==> src/rtl/alu_arbiter.sv <==
// -----------------------------------------------------------------------------
// alu_arbiter
//   Two requesters share one ALU through a round-robin arbiter. Each accepted
//   operation runs through IDLE -> EXEC -> RESP. The response is held on the
//   rsp_* outputs until the consumer handshakes it. The bus then returns to
//   IDLE.
//
// Parameters
//   Ancho            operand/result width in bits (>= 2)
//
// Ports
//   clk, rst_n       rising-edge clock, asynchronous active-low reset
//   reqN_valid       requester N has an operation pending
//   reqN_ready       requester N accepted this cycle (combinational, IDLE only)
//   reqN_a/b         operands of requester N
//   reqN_op          ALU operation code (legal 4'h0-4'h9)
//   reqN_flagin      ALU flag input of requester N
//   rsp_valid        response held on rsp_*
//   rsp_ready        consumer accepts the response
//   rsp_id           requester that owns the response
//   rsp_result       registered ALU result
//   rsp_flags        registered ALU flag (carry / borrow / shifted-out bit)
//   rsp_zero         registered zero flag
//   rsp_err          illegal opcode was captured
//   grant_cnt0/1     saturating grant counters (only with ALU_ARB_STATS_EN)
//
// Configuration
//   ALU_ARB_STATS_EN  when defined, adds the grant_cnt0 / grant_cnt1 outputs
// -----------------------------------------------------------------------------

// Shared ALU. The opcode map is listed below:
//   0 ADD   a+b             flag = carry
//   1 ADDC  a+b+flagin      flag = carry
//   2 SUB   a-b             flag = borrow
//   3 SUBB  a-b-flagin      flag = borrow
//   4 AND   5 OR   6 XOR   7 NOT a      flag = 0
//   8 SHL   {a[W-2:0],flagin}           flag = a[W-1]
//   9 SHR   {flagin,a[W-1:1]}           flag = a[0]
module alu_arbiter_alu #(
  parameter int Ancho = 4
) (
  input  logic [Ancho-1:0] a,
  input  logic [Ancho-1:0] b,
  input  logic [3:0]       op,
  input  logic             flagin,
  output logic [Ancho-1:0] alu_result,
  output logic             alu_flags,
  output logic             z
);

  // One extra bit on top carries the flag for the arithmetic and shift ops.
  logic [Ancho:0] wide;

  always_comb begin
    wide = '0;
    unique case (op)
      4'h0: wide = {1'b0, a} + {1'b0, b};
      4'h1: wide = {1'b0, a} + {1'b0, b} + {{Ancho{1'b0}}, flagin};
      4'h2: wide = {1'b0, a} - {1'b0, b};
      4'h3: wide = {1'b0, a} - {1'b0, b} - {{Ancho{1'b0}}, flagin};
      4'h4: wide = {1'b0, a & b};
      4'h5: wide = {1'b0, a | b};
      4'h6: wide = {1'b0, a ^ b};
      4'h7: wide = {1'b0, ~a};
      4'h8: wide = {a, flagin};
      4'h9: wide = {a[0], flagin, a[Ancho-1:1]};
      default: wide = '0;
    endcase
  end

  assign alu_result = wide[Ancho-1:0];
  assign alu_flags  = wide[Ancho];
  assign z          = (wide[Ancho-1:0] == '0);

endmodule

module alu_arbiter #(
  parameter int Ancho = 4
) (
  input  logic             clk,
  input  logic             rst_n,
  input  logic             req0_valid,
  output logic             req0_ready,
  input  logic [Ancho-1:0] req0_a,
  input  logic [Ancho-1:0] req0_b,
  input  logic [3:0]       req0_op,
  input  logic             req0_flagin,
  input  logic             req1_valid,
  output logic             req1_ready,
  input  logic [Ancho-1:0] req1_a,
  input  logic [Ancho-1:0] req1_b,
  input  logic [3:0]       req1_op,
  input  logic             req1_flagin,
  output logic             rsp_valid,
  input  logic             rsp_ready,
  output logic             rsp_id,
  output logic [Ancho-1:0] rsp_result,
  output logic             rsp_flags,
  output logic             rsp_zero,
  output logic             rsp_err
`ifdef ALU_ARB_STATS_EN
  ,
  output logic [7:0]       grant_cnt0,
  output logic [7:0]       grant_cnt1
`endif
);

  typedef enum logic [1:0] {
    IDLE = 2'd0,
    EXEC = 2'd1,
    RESP = 2'd2
  } state_t;

  state_t           state;
  logic             last_grant;
  logic [Ancho-1:0] cap_a;
  logic [Ancho-1:0] cap_b;
  logic [3:0]       cap_op;
  logic             cap_flagin;
  logic             cap_id;

  logic             grant;
  logic             grant_id;
  logic [Ancho-1:0] alu_result;
  logic             alu_flags;
  logic             alu_zero;
  logic             op_legal;

  // Arbitration. On contention, the requester that was not served last wins.
  // A lone requester always wins. rst_n is included so that no ready pulse
  // can leak while reset is asserted.
  always_comb begin
    grant_id = 1'b0;
    if (req0_valid && req1_valid) begin
      grant_id = ~last_grant;
    end else begin
      grant_id = req1_valid;
    end
    grant      = rst_n && (state == IDLE) && !rsp_valid && (req0_valid || req1_valid);
    req0_ready = grant && !grant_id;
    req1_ready = grant && grant_id;
  end

  assign op_legal = (cap_op <= 4'h9);

  alu_arbiter_alu #(
    .Ancho(Ancho)
  ) u_alu (
    .a          (cap_a),
    .b          (cap_b),
    .op         (cap_op),
    .flagin     (cap_flagin),
    .alu_result (alu_result),
    .alu_flags  (alu_flags),
    .z          (alu_zero)
  );

  always_ff @(posedge clk or negedge rst_n) begin
    if (!rst_n) begin
      state      <= IDLE;
      last_grant <= 1'b1;
      cap_a      <= '0;
      cap_b      <= '0;
      cap_op     <= '0;
      cap_flagin <= 1'b0;
      cap_id     <= 1'b0;
      rsp_valid  <= 1'b0;
      rsp_id     <= 1'b0;
      rsp_result <= '0;
      rsp_flags  <= 1'b0;
      rsp_zero   <= 1'b0;
      rsp_err    <= 1'b0;
    end else begin
      unique case (state)
        IDLE: begin
          if (grant) begin
            cap_a      <= grant_id ? req1_a      : req0_a;
            cap_b      <= grant_id ? req1_b      : req0_b;
            cap_op     <= grant_id ? req1_op     : req0_op;
            cap_flagin <= grant_id ? req1_flagin : req0_flagin;
            cap_id     <= grant_id;
            last_grant <= grant_id;
            state      <= EXEC;
          end
        end
        EXEC: begin
          rsp_id    <= cap_id;
          rsp_valid <= 1'b1;
          if (op_legal) begin
            rsp_result <= alu_result;
            rsp_flags  <= alu_flags;
            rsp_zero   <= alu_zero;
            rsp_err    <= 1'b0;
          end else begin
            // Illegal opcodes bypass the ALU and report a zero result.
            rsp_result <= '0;
            rsp_flags  <= 1'b0;
            rsp_zero   <= 1'b1;
            rsp_err    <= 1'b1;
          end
          state <= RESP;
        end
        RESP: begin
          if (rsp_ready) begin
            rsp_valid <= 1'b0;
            state     <= IDLE;
          end
        end
        default: begin
          rsp_valid <= 1'b0;
          state     <= IDLE;
        end
      endcase
    end
  end

`ifdef ALU_ARB_STATS_EN
  always_ff @(posedge clk or negedge rst_n) begin
    if (!rst_n) begin
      grant_cnt0 <= 8'h00;
      grant_cnt1 <= 8'h00;
    end else begin
      if (req0_ready && (grant_cnt0 != 8'hFF)) begin
        grant_cnt0 <= grant_cnt0 + 8'h01;
      end
      if (req1_ready && (grant_cnt1 != 8'hFF)) begin
        grant_cnt1 <= grant_cnt1 + 8'h01;
      end
    end
  end
`endif

endmodule

==> config.mk <==
export PLATFORM = sky130hd
export DESIGN_NAME = alu_arbiter
export DESIGN_NICKNAME = d
export VERILOG_FILES = /design/src/rtl/alu_arbiter.sv
export SDC_FILE = /design/constraint.sdc
export NUM_CORES = 1
export LEC_CHECK = 0
export BUFFER_PORTS_ARGS = -buffer_cell sky130_fd_sc_hd__buf_4
export CAP_MARGIN = 20
export CORE_MARGIN = 2
export CORE_UTILIZATION = 60
export CTS_BUF_LIST = sky130_fd_sc_hd__clkbuf_16
export DETAILED_ROUTE_END_ITERATION = 10
export PLACE_DENSITY = 0.84
export SETUP_SLACK_MARGIN = 0.4
export SLEW_MARGIN = 25
export SYNTH_ARGS = -nofsm -noshare
export SYNTH_HDL_FRONTEND = slang
export SYNTH_SLANG_ARGS = --single-unit
==> constraint.sdc <==
create_clock -name clk -period 5.8 [get_ports clk]
set_input_delay 0.29 -clock clk [delete_from_list [all_inputs] [get_ports clk]]
set_output_delay 0.29 -clock clk [all_outputs]
set_load 0.01 [all_outputs]
==> impl_metrics.toml <==
[outcome]
status = "finished, final reports clean"

[route]
avgViaCountPerCell = 5.84
wire_per_inst_um = 15.3
dr.pass1.iters = 4
drc = 0
wl_mm = 4.91
drtAntennaViolNets = 0
drtIter0Drc = 93
vias = 1868

[yosys]
synth.distinct_cells = 54
ys_async_sr_fraction_pct = 100
ys_warn_count = 0
syn_nets = 293
syn_area_per_cell_um2 = 9.01
muxShareOfSynthArea_pct = 8.71
postSynthCellCount = 244
synth_edf_count = 0
synth_fa_ha_area_share_pct = 10.9
synth-xor-area-share_pct = 5.69
synth_top_family_by_area = "compound AO/OA/AOI/OAI gates"
ys.flop_type = "dfrtp_1"
synth_simple_gate_area_share_pct = 16.9
ys_seq_area_share_pct = 29.7
synth_compound_area_share_pct = 20.8
synth_seq_cells = 26
syn-cell-area_mm2 = 0.00220

[global_routing]
grt_pass1_wl_mm = 8.19
overflow = 0
gr-usage-all-layers_pct = 25.3
grt_max_degree = 32
antenna_found_initial = 0
grt_pass1_vias = 1765

[worst_setup_path]
cp_slowest_cell = "o21a_1"
cp-start-kind = "input port"
required_ps = 5510
max_stage_delay_ps = 780
path_class = "input port to primary output"
cpMostUsedCell = "buf_4"
cp_max_fo = 31
critPathTopFamily = "buffers and inverters"
path_cells = "dlygate4sd3_1 -> buf_4 -> nor4b_1 -> o21a_1 -> nand2_1 -> inv_1 -> buf_4"
worst_setup_path_end_kind = "primary output"
cp.buffers_inverters = 4
worstPathArrival_ps = 2710

[layout]
layout.nets = 324
seq_area_um2 = 652
multi_input_area_mm2 = 0.00139
syn2layout_area_growth_pct = 17.2
fillers = 257
layout_common_cells = "buf_4, a21oi_1, dfrtp_1"
fin_cells = 320
drive_above_1_share_pct = 20.4
antennaDiodeCount = 0
layout_commonest_cell = "buf_4"

[sta]
worst_slew_pin_slew_ps = 905
max-slew-margin-rel_pct = 39.3
rsz0062_at_grt = "no"
finalClockSkew_ps = 5.55
layout_setup_ws_ps = 2800
fmax_ghz = 0.333
final-setup-viol-count = 0
final.period_utilization_pct = 51.8
fin_setup_tns_ps = 0
slew_viol_final = 0
hold_viol_final = 0
fin_crit_ps = 3000

[clock_network]
root_buffer = "clkbuf_16"
clockBufferDepth = 2
h-tree-depth = 1
cts_resized = 0
cts_sinks = 26
cts_made_buffers = 3
clock_latency_ps = 270
clk_pin_slew_ps = 70
cts_tree = "built"

[pwr]
swShare_pct = 45.7
comb_power_share_pct = 62.9
powerDensity_mw_per_mm2 = 651
power.share.clock_pct = 12.1
netSwitchingPower_mw = 0.766
leakage_nw = 1.23
p_int_mw = 0.911
irDropWorstVdd_mv = 0.299
p_seq_share_pct = 25.0

[floorplanning]
core_area_mm2 = 0.00342
fp.dieH_um = 64.5
initial_core_util_pct = 64.4
die_area_mm2 = 0.00416
die-width_um = 64.5
ios = 42
rows = 21

[place]
dp_hpwl_mm = 3.68
place.port_buffers = 41
place_congestion = 0.980
dp_slack_ps = 3240
dpl.cell_count = 315

[hold_path]
min_path_type = "input port to flop"

[run]
maxCapViolations = 0
[worst reg2reg max path: stages (launching register included)]
cell and delay [ps]:
dfrtp_1 440, ha_1 270, fa_1 490, ha_1 270, xor2_1 170, a211o_1 310
a211oi_2 300, a21oi_1 130, a211oi_2 140
[sequential cells by signal, summed over array words and instances (netlist names)]
register,cells
cap_a,4
state,2
rsp_flags,1
rsp_valid,1
cap_id,1
cap_flagin,1
last_grant,1
cap_op,4
rsp_err,1
rsp_id,1
rsp_zero,1
rsp_result,4
cap_b,4
[Yosys cell counts (5+ instances only)]
master,number,area [µm²]
ha_1,16,200
nand3_1,6,30.0
clkbuf_1,5,18.8
inv_1,13,48.8
mux2i_1,18,180
o21ai_0,12,60.1
a21oi_1,27,135
nand2_1,21,78.8
dfrtp_1,25,626
nor2_1,19,71.3
[power groups by stage]
stage	Clock, mW	Combinational, mW	Sequential (mW)
3_3_place_gp	0	1.04	0.413
3_5_place_dp	0	1.04	0.418
6_report	0.203	1.05	0.419
2_1_floorplan	0	0.917	0.344
5_1_grt	0.210	1.17	0.435
4_1_cts	0.202	1.05	0.417
[path summary, 6_finish.rpt]
| check | startpoint | to | slack [ps] | cells past startpoint |
|---|---|---|---|---|
| hold / removal | rsp_ready | state[1] | 270 | 4 |
| min in group asynchronous | rst_n | rsp_result[3] | 500 | 2 |
| setup reg to reg | cap_a[0] | rsp_zero | 3220 | 8 |
| setup / recovery | rst_n | req1_ready | 2800 | 7 |
| hold reg to reg | rsp_id | rsp_id | 490 | 2 |
| max in group asynchronous | rst_n | last_grant | 5000 | 2 |
[routing by layer]
metal / GRT usage, % / routed length, µm / share of wire [%]
met3: 3.99 / 259 / 5.3
met1: 34.6 / 2190 / 45
met5: 0 / 0 / 0
met2: 41.0 / 2360 / 48
met4: 8.78 / 85 / 1.7
[cells by family after synthesis]
kind of cell / count (synthesis)
muxes: 19
buffers and inverters: 31
xor gates and xnor gates: 9
AOI/OAI and AO/OA: 70
DFF: 26
and+or+nand+nor: 71
adders and majority gates: 18
[timing repair]
item,4_1_cts,5_1_grt
endpoints found under the setup margin,0,0
setup buffers,0,0
hold endpoints to repair,25,0
hold buffers,1,0
[area by class of cell]
cell class,count,area share (%)
multi-input cells,187,53.8
flip-flops and latches,26,25.3
repair buffers,42,12.3
clock buffers,3,2.91
inverters,15,2.28
well taps,46,2.23
clock inverters,1,1.17
[stage by stage]
step                      total power, mW  hold slack [ps]  util [%]  area, µm²
after floorplan                      1.26            -5.59         -       2200
after global placement               1.45              214      72.1       2460
after detailed placement             1.46              216      72.1       2460
after CTS                            1.67              268      75.4       2580
after global routing                 1.81              291      75.4       2580
final                                1.68              265      75.4       2580
(Power assumes the default switching activity.)
